--- config.mk ---
export PLATFORM = sky130hd
export DESIGN_NAME = dpram_stream_reader
export DESIGN_NICKNAME = d
export VERILOG_FILES = /design/src/rtl/dpram_stream_reader.sv
export SDC_FILE = /design/constraint.sdc
export NUM_CORES = 1
export LEC_CHECK = 0
export ABC_CLOCK_PERIOD_IN_PS = 2800
export BUFFER_PORTS_ARGS = -buffer_cell sky130_fd_sc_hd__buf_2
export CORE_UTILIZATION = 30
export CTS_CLUSTER_SIZE = 28
export DETAILED_ROUTE_END_ITERATION = 10
export PLACE_DENSITY_LB_ADDON = 0.15
export SYNTH_ARGS = -nofsm -noshare
export SYNTH_HDL_FRONTEND = slang
export SYNTH_SLANG_ARGS = --single-unit
--- constraint.sdc ---
create_clock -name clk -period 2.8 [get_ports clk]
set_input_delay 0.28 -clock clk [delete_from_list [all_inputs] [get_ports clk]]
set_output_delay 0.28 -clock clk [all_outputs]
set_load 0.02 [all_outputs]
--- src/rtl/dpram_stream_reader.sv ---
`default_nettype none
// ---------------------------------------------------------------------------
// dpram_stream_reader : (base, len) command to buffer-RAM reads, re-timed
// onto a valid/ready stream with last marker.       Rev 1.0
// ---------------------------------------------------------------------------
module dpram_stream_reader #(
    parameter int DW      = 32,
    parameter int AW      = 16,
    parameter int N_DELAY = 1
) (
    input  logic          clk,
    input  logic          rst,
    input  logic          start,
    input  logic [AW-1:0] base_addr,
    input  logic [AW:0]   len,
    output logic          busy,
    output logic          done,
    output logic          rd_en,
    output logic [AW-1:0] rd_addr,
    input  logic [DW-1:0] rd_data,
    output logic          m_valid,
    output logic [DW-1:0] m_data,
    output logic          m_last,
    input  logic          m_ready
);
    localparam int FD = N_DELAY + 2;
    localparam int CW = $clog2(FD + 1);
    localparam int PW = $clog2(FD);

    localparam logic [1:0] S_IDLE  = 2'd0;
    localparam logic [1:0] S_READ  = 2'd1;
    localparam logic [1:0] S_DRAIN = 2'd2;

    logic [1:0]         state_q, state_d;
    logic [AW:0]        len_q, len_d;
    logic [AW:0]        issued_q, issued_d;
    logic [AW:0]        popped_q, popped_d;
    logic [AW-1:0]      addr_q, addr_d;
    logic [CW-1:0]      inflight_q, fifo_cnt_q;
    logic [N_DELAY-1:0] tag_q;
    logic [DW-1:0]      mem_q [FD];
    logic [PW-1:0]      wr_ptr_q, rd_ptr_q;
    logic               done_q;

    logic issue_w, fifo_wr_w, pop_w, last_w;

    function automatic logic [PW-1:0] inc_ptr(input logic [PW-1:0] p);
        return (p == PW'(FD - 1)) ? '0 : p + PW'(1);
    endfunction

    // Credit check uses registered counts only: a pop this cycle frees its slot next cycle.
    assign issue_w   = (state_q == S_READ) &&
                       (({1'b0, inflight_q} + {1'b0, fifo_cnt_q}) < (CW + 1)'(FD));
    assign fifo_wr_w = tag_q[N_DELAY-1];
    assign m_valid   = (fifo_cnt_q != '0);
    assign m_data    = mem_q[rd_ptr_q];
    assign pop_w     = m_valid && m_ready;
    assign last_w    = (popped_q == len_q - (AW + 1)'(1));
    assign m_last    = m_valid && last_w;
    assign busy      = (state_q != S_IDLE);
    assign rd_en     = busy;
    assign rd_addr   = addr_q;
    assign done      = done_q;

    always_comb begin
        state_d  = state_q;
        len_d    = len_q;
        issued_d = issued_q;
        popped_d = pop_w ? popped_q + (AW + 1)'(1) : popped_q;
        addr_d   = addr_q;
        case (state_q)
            S_IDLE: begin
                if (start && (len != '0)) begin
                    state_d  = S_READ;
                    len_d    = len;
                    addr_d   = base_addr;
                    issued_d = '0;
                    popped_d = '0;
                end
            end
            S_READ: begin
                if (issue_w) begin
                    issued_d = issued_q + (AW + 1)'(1);
                    addr_d   = addr_q + AW'(1);
                    if (issued_q == len_q - (AW + 1)'(1)) begin
                        state_d = S_DRAIN;
                    end
                end
            end
            S_DRAIN: begin
                if (pop_w && last_w) begin
                    state_d = S_IDLE;
                end
            end
            default: state_d = S_IDLE;
        endcase
    end

    always_ff @(posedge clk) begin
        if (rst) begin
            state_q    <= S_IDLE;
            len_q      <= '0;
            issued_q   <= '0;
            popped_q   <= '0;
            addr_q     <= '0;
            inflight_q <= '0;
            fifo_cnt_q <= '0;
            tag_q      <= '0;
            wr_ptr_q   <= '0;
            rd_ptr_q   <= '0;
            done_q     <= 1'b0;
            for (int i = 0; i < FD; i++) begin
                mem_q[i] <= '0;
            end
        end else begin
            state_q    <= state_d;
            len_q      <= len_d;
            issued_q   <= issued_d;
            popped_q   <= popped_d;
            addr_q     <= addr_d;
            inflight_q <= inflight_q + CW'(issue_w) - CW'(fifo_wr_w);
            fifo_cnt_q <= fifo_cnt_q + CW'(fifo_wr_w) - CW'(pop_w);
            tag_q      <= N_DELAY'({tag_q, issue_w});
            done_q     <= ((state_q == S_IDLE) && start && (len == '0)) || (pop_w && last_w);
            if (fifo_wr_w) begin
                mem_q[wr_ptr_q] <= rd_data;
                wr_ptr_q        <= inc_ptr(wr_ptr_q);
            end
            if (pop_w) begin
                rd_ptr_q <= inc_ptr(rd_ptr_q);
            end
        end
    end

endmodule
`default_nettype wire

Word-level counts from Yosys, hierarchy flattened:

Memories as Yosys holds them, arrays and structs flattened. A register that Yosys moved wholly into a read port is not among the register bits.
Index checks and enable logic that the tools add are counted.

* multiply operators: 0
* divide/modulo/power cells: 0
* add/sub/neg operators: 11
* reduce and logical (&&, ||, !) cells: 18
* equal/unequal tests: 10
* bitwise gates (word level): 0
* $lt $le $gt $ge: 1
* shifts and indexed selects: 0
* muxes and demuxes: 26

Operator list (count)
* 17-bit 2-to-1 mux: 5
* 17-bit by 1-bit adder with 17-bit output (second input constant): 2
* 17-bit equality test: 2
* 17-bit case mux with 2 select lines: 1
* 16-bit 2-to-1 mux: 2
* 32-bit 2-to-1 mux: 1
* 16-bit case mux with 2 select lines: 1
* 32-bit OR reduction: 1
* 2-bit 2-to-1 mux: 9
* 17-bit zero test: 1
* 17-bit nonzero test: 1
* 17-bit by 1-bit subtractor with 17-bit output (second input constant): 1
* 16-bit by 1-bit adder with 16-bit output (second input constant): 1
* 1-bit logical AND: 7
* 2-bit equality test (second input constant): 3
* 1-bit 2-to-1 mux: 6
* 2-bit inequality test (second input constant): 3
* 2-bit case mux with 3 select lines: 1
* 2-bit nonzero test: 3
* 2-bit by 1-bit adder with 2-bit output: 2
* 2-bit by 1-bit adder with 2-bit output (second input constant): 2
* 4-bit AND reduction: 1
* 2-bit by 1-bit subtractor with 2-bit output: 2
* 2-bit by 2-bit adder with 3-bit output: 1
* 7 further kinds: 7

* bits in registers: 79
* memories: 1
* input port bits: 69
* word-level logic and storage cells: 78
* memory bits (read-only): 0
* output and inout bits: 53
* bits in latches: 0
* memory bits (writable): 96

Memory list
* mem_q: words 3, bits a word 32, read ports 1, clocked after memory_dff 1, write ports 3, line 41 `logic [DW-1:0] mem_q [FD];`

Logic depth before layout (Yosys ltp):

* word-level depth: 5
* mapped depth: 10
* gate-level depth less buffers: 10

Worst setup path after synthesis:

Ideal clock, no wire load.

* path kind: reg-to-output
* from: reg len_q[0]
* to: out m_last
* path buffers: 1
* slack: -98 ps
* required time: 2520 ps
* stages on the path, launching flop included: 10
* arrival: 2618 ps
* cell sequence: dfxtp_1 buf_2 inv_1 ha_1 nor4b_4 and2_1 xnor2_1 xnor2_1 a2111o_1 nor4b_1

* word-level cells in the longest chain between the ends: 3

Ends and longest elaborated chain
* from (decl): line 35 `logic [AW:0] len_q, len_d;`
* from (signal assigned): line 117 `len_q <= len_d;`
* 17-bit by 1-bit subtractor with 17-bit output: line 58 `assign last_w = (popped_q == len_q - (AW + 1)'(1));`
* 17-bit equality test: line 58
* 1-bit logical AND: line 59 `assign m_last = m_valid && last_w;`
* to (decl): line 23 `output logic m_last,`

Every way passes these cells.

Worst setup path after layout:

* from: reg len_q[1]
* to: out m_last

Same word-level chain as after synthesis.

==> qor.txt <==
Status = finished, violations left
H-tree depth = 1
Internal power = 6.12 mW
Most common cell after layout, fill and taps aside = edfxtp_1
GR Overflow Total = 0
Comb pwr share = 18.5%
Worst-case vdd ir drop = 0.000420 V
Power Dens Cells = 669 mW/mm^2
Hold path startpoint = len[9]
Starting Density = 30.6%
Crit path arrival time = 2.79 ns
Root buffer cell = clkbuf_16
Final TNS setup = -0.268 ns
GRT Util Overall = 15.5%
Post-synth EDFFs = 128
Required @ worst endpoint = 2.52 ns
Port Buffers = 121
N_diodes = 0
# fillers = 3219
MaxCap Viol Count = 0
Fin crit share = 110%
Clock power frac = 39.1%
Wirelength, routed = 25900 um
HP Class = primary input to flop
Die area = 0.0340 mm^2
Hold Vio Cnt, Final = 0
Syn avg cell area = 11.5 um^2
Area delta synth->final = 26.2%
Post-synthesis sequential area ratio = 54.8%
Critical Path End Type = primary output
Core Region = 0.0326 mm^2
Final worst setup slack = -0.268 ns
Flop pwr share = 42.4%
DR DRC count = 0
RePlAce Congestion = 0.826
Rows = 66
Syn. warnings = 0
# setup viols final = 1
Post-route ant nets = 0
1st-iter DRT viols = 370
Post-synthesis async set-or-reset flop share = 0%
Number of global-route vias before repair = 7145
Largest net degree at the start of global routing = 47
Reg2reg start = len_q[1]$_SDFFE_PP0P_
Syn Nets = 945
First-pass GRT wire length = 41000 um
Number of library cell types mapped by synthesis = 63
Drt pass-1 iters = 4
Hold Slack = 0.0218 ns
Initial antenna violation count = 0
Vias = 7116
Fin nets = 1125
Die W = 184 um
Crit Path Max Fanout = 5
Post-Syn Area = 0.00997 mm^2
I/O pin cnt = 122
Failing checks = setup timing
Sw Pwr = 2.29 mW
Commonest non-fill, non-tap cells in the layout = 128 x edfxtp_1, 120 x buf_2, 98 x and2_1
Area of the multi-input gates = 0.00430 mm^2
Clk sinks = 209
Worst rel slew slack = 53.5%
Critical path launch point type = flop
Clk_lat worst skew = 0.53 ns
Met1 usage = 21.0%
DP Wirelength = 17300 um
Sw Ratio = 27.3%
Crit Path Class = flop to primary output
Vias per Instance = 4.72
CTS buffer count = 25
Storage cell area = 0.00547 mm^2
Crit path from = len_q[1]$_SDFFE_PP0P_
Synth Flop Type = edfxtp_1
CTS clk-pin slew, worst paths = 0.06 ns
RSZ-0062 raised after global routing = yes
Most crowded layer after global routing = met2
Share of cells above drive strength 1 = 23.9%
CTS tree = done
Top achievable clock speed = 0.326 GHz
Final Max Tran Viols = 0
Slew @ Worst Pin = 0.696 ns
Die height = 184 um
Worst Clk Skew = 0.00956 ns
Min Tclk post-route = 3.07 ns
Met2 Use GR = 25.9%
Leak pwr = 4.78 nW
Max Buffers Root-to-Sink = 3
Syn Inst Count = 866
#FFs+latches synth = 209
WL/cell = 17.2 um
Met3 Track Usage GR = 2.57%
==> cell families (layout without fill, tap and decap cells) <==
family | after synthesis | in the layout | share of synthesized area (%)
simple gates | 355 | 355 | 19.2
flops | 209 | 209 | 54.8
compound gates | 102 | 102 | 6.41
xor+xnor | 80 | 80 | 7.03
buf+inv | 66 | 265 | 2.75
mux | 44 | 44 | 8.43
fa+ha+maj | 10 | 10 | 1.33
==> critical path: stages (launching register included) <==
cell	delay, ns
dfxtp_2	0.32
inv_2	0.07
ha_4	0.14
nor4b_4	0.33
buf_4	0.20
nand4b_1	0.10
xnor2_1	0.14
a2111o_1	0.45
nor4b_4	0.31
buf_4	0.19
==> through the flow <==
step	std cells	instance area (um^2)	setup slack, ns	utilization, %	total power, mW
2_1_floorplan	866	9980	0.162	-	4.60
3_3_place_gp	1411	11200	0.0947	34.4	5.12
3_5_place_dp	1411	11200	0.0503	34.4	5.13
4_1_cts	1504	12500	-0.335	38.5	8.53
5_1_grt	1507	12600	-0.448	38.6	8.81
6_report	1507	12600	-0.268	38.6	8.41
==> power groups by stage <==
| stage | clock network [mW] | registers, mW | logic [mW] |
|---|---|---|---|
| after floorplan | 0 | 3.60 | 1.00 |
| after global placement | 0 | 3.63 | 1.48 |
| after detailed placement | 0 | 3.64 | 1.49 |
| after CTS | 3.39 | 3.57 | 1.57 |
| after global routing | 3.51 | 3.59 | 1.71 |
| final | 3.29 | 3.57 | 1.56 |
==> registers in the layout, indices dropped and copies added (netlist names), named ones only <==
signal and flops:
mem_q 128, issued_q 17, len_q 17, popped_q 17, rd_addr 16, fifo_cnt_q 2, inflight_q 2, rd_ptr_q 2
state_q 2, wr_ptr_q 2, done 1, fifo_wr_w 1
==> final cells by class <==
type	instances	share of cell area (%)
inverters	16	0.477
multi-input cells	591	34.2
clock buffers	28	5.06
clock inverters	18	1.51
flip-flops and latches	209	43.5
repair buffers	203	10.9
well taps	442	4.40
==> what timing repair did <==
item                                    CTS  global route
hold buffers                             44             0
setup buffers                             3             3
resized for setup                        10             4
endpoints found under the setup margin    1             1
pin swaps                                 4             5
cloned                                    0             0
hold endpoints to repair                 45             0
==> cells in the mapped netlist (3+ instances only) <==
cell,number,area [um^2]
ha_1,9,113
and3_1,16,100
o2111ai_1,3,26.3
and2_1,99,619
edfxtp_1,128,3840
xnor2_1,38,333
o21ai_0,20,100
a21oi_1,38,190
nand4b_1,4,35.0
buf_1,5,18.8
mux2i_1,12,120
buf_2,9,45.0
inv_1,15,56.3
nor3_1,13,65.1
nand3_1,31,155
nand2b_1,5,31.3
nor2_1,86,323
nor4_1,8,50.1
a211oi_1,11,82.6
clkbuf_1,33,124
or2_2,5,31.3
dfxtp_1,81,1620
xor2_1,42,368
mux4_2,32,721
nand2_1,50,188
nor2b_1,4,25.0
or3_1,4,25.0
nand4_1,15,93.8
o22ai_1,8,50.1
==> routing by layer <==
metal	routed length, um	up-vias
li1	-	3483
met1	12100	3452
met2	12300	156
met3	1070	25
met4	398	0
met5	0	-
==> worst paths after layout <==
check / endpoint / slack (ns) / cells after the start
setup / recovery: m_last / -0.27 / 9
hold reg to reg: rd_ptr_q[1]$_SDFFE_PP0P_ / 0.50 / 2
hold / removal: len_q[9]$_SDFFE_PP0P_ / 0.02 / 3
setup reg to reg: done$_SDFF_PP0_ / 0.19 / 11
No activity file was read; power rests on OpenSTA's default activity.
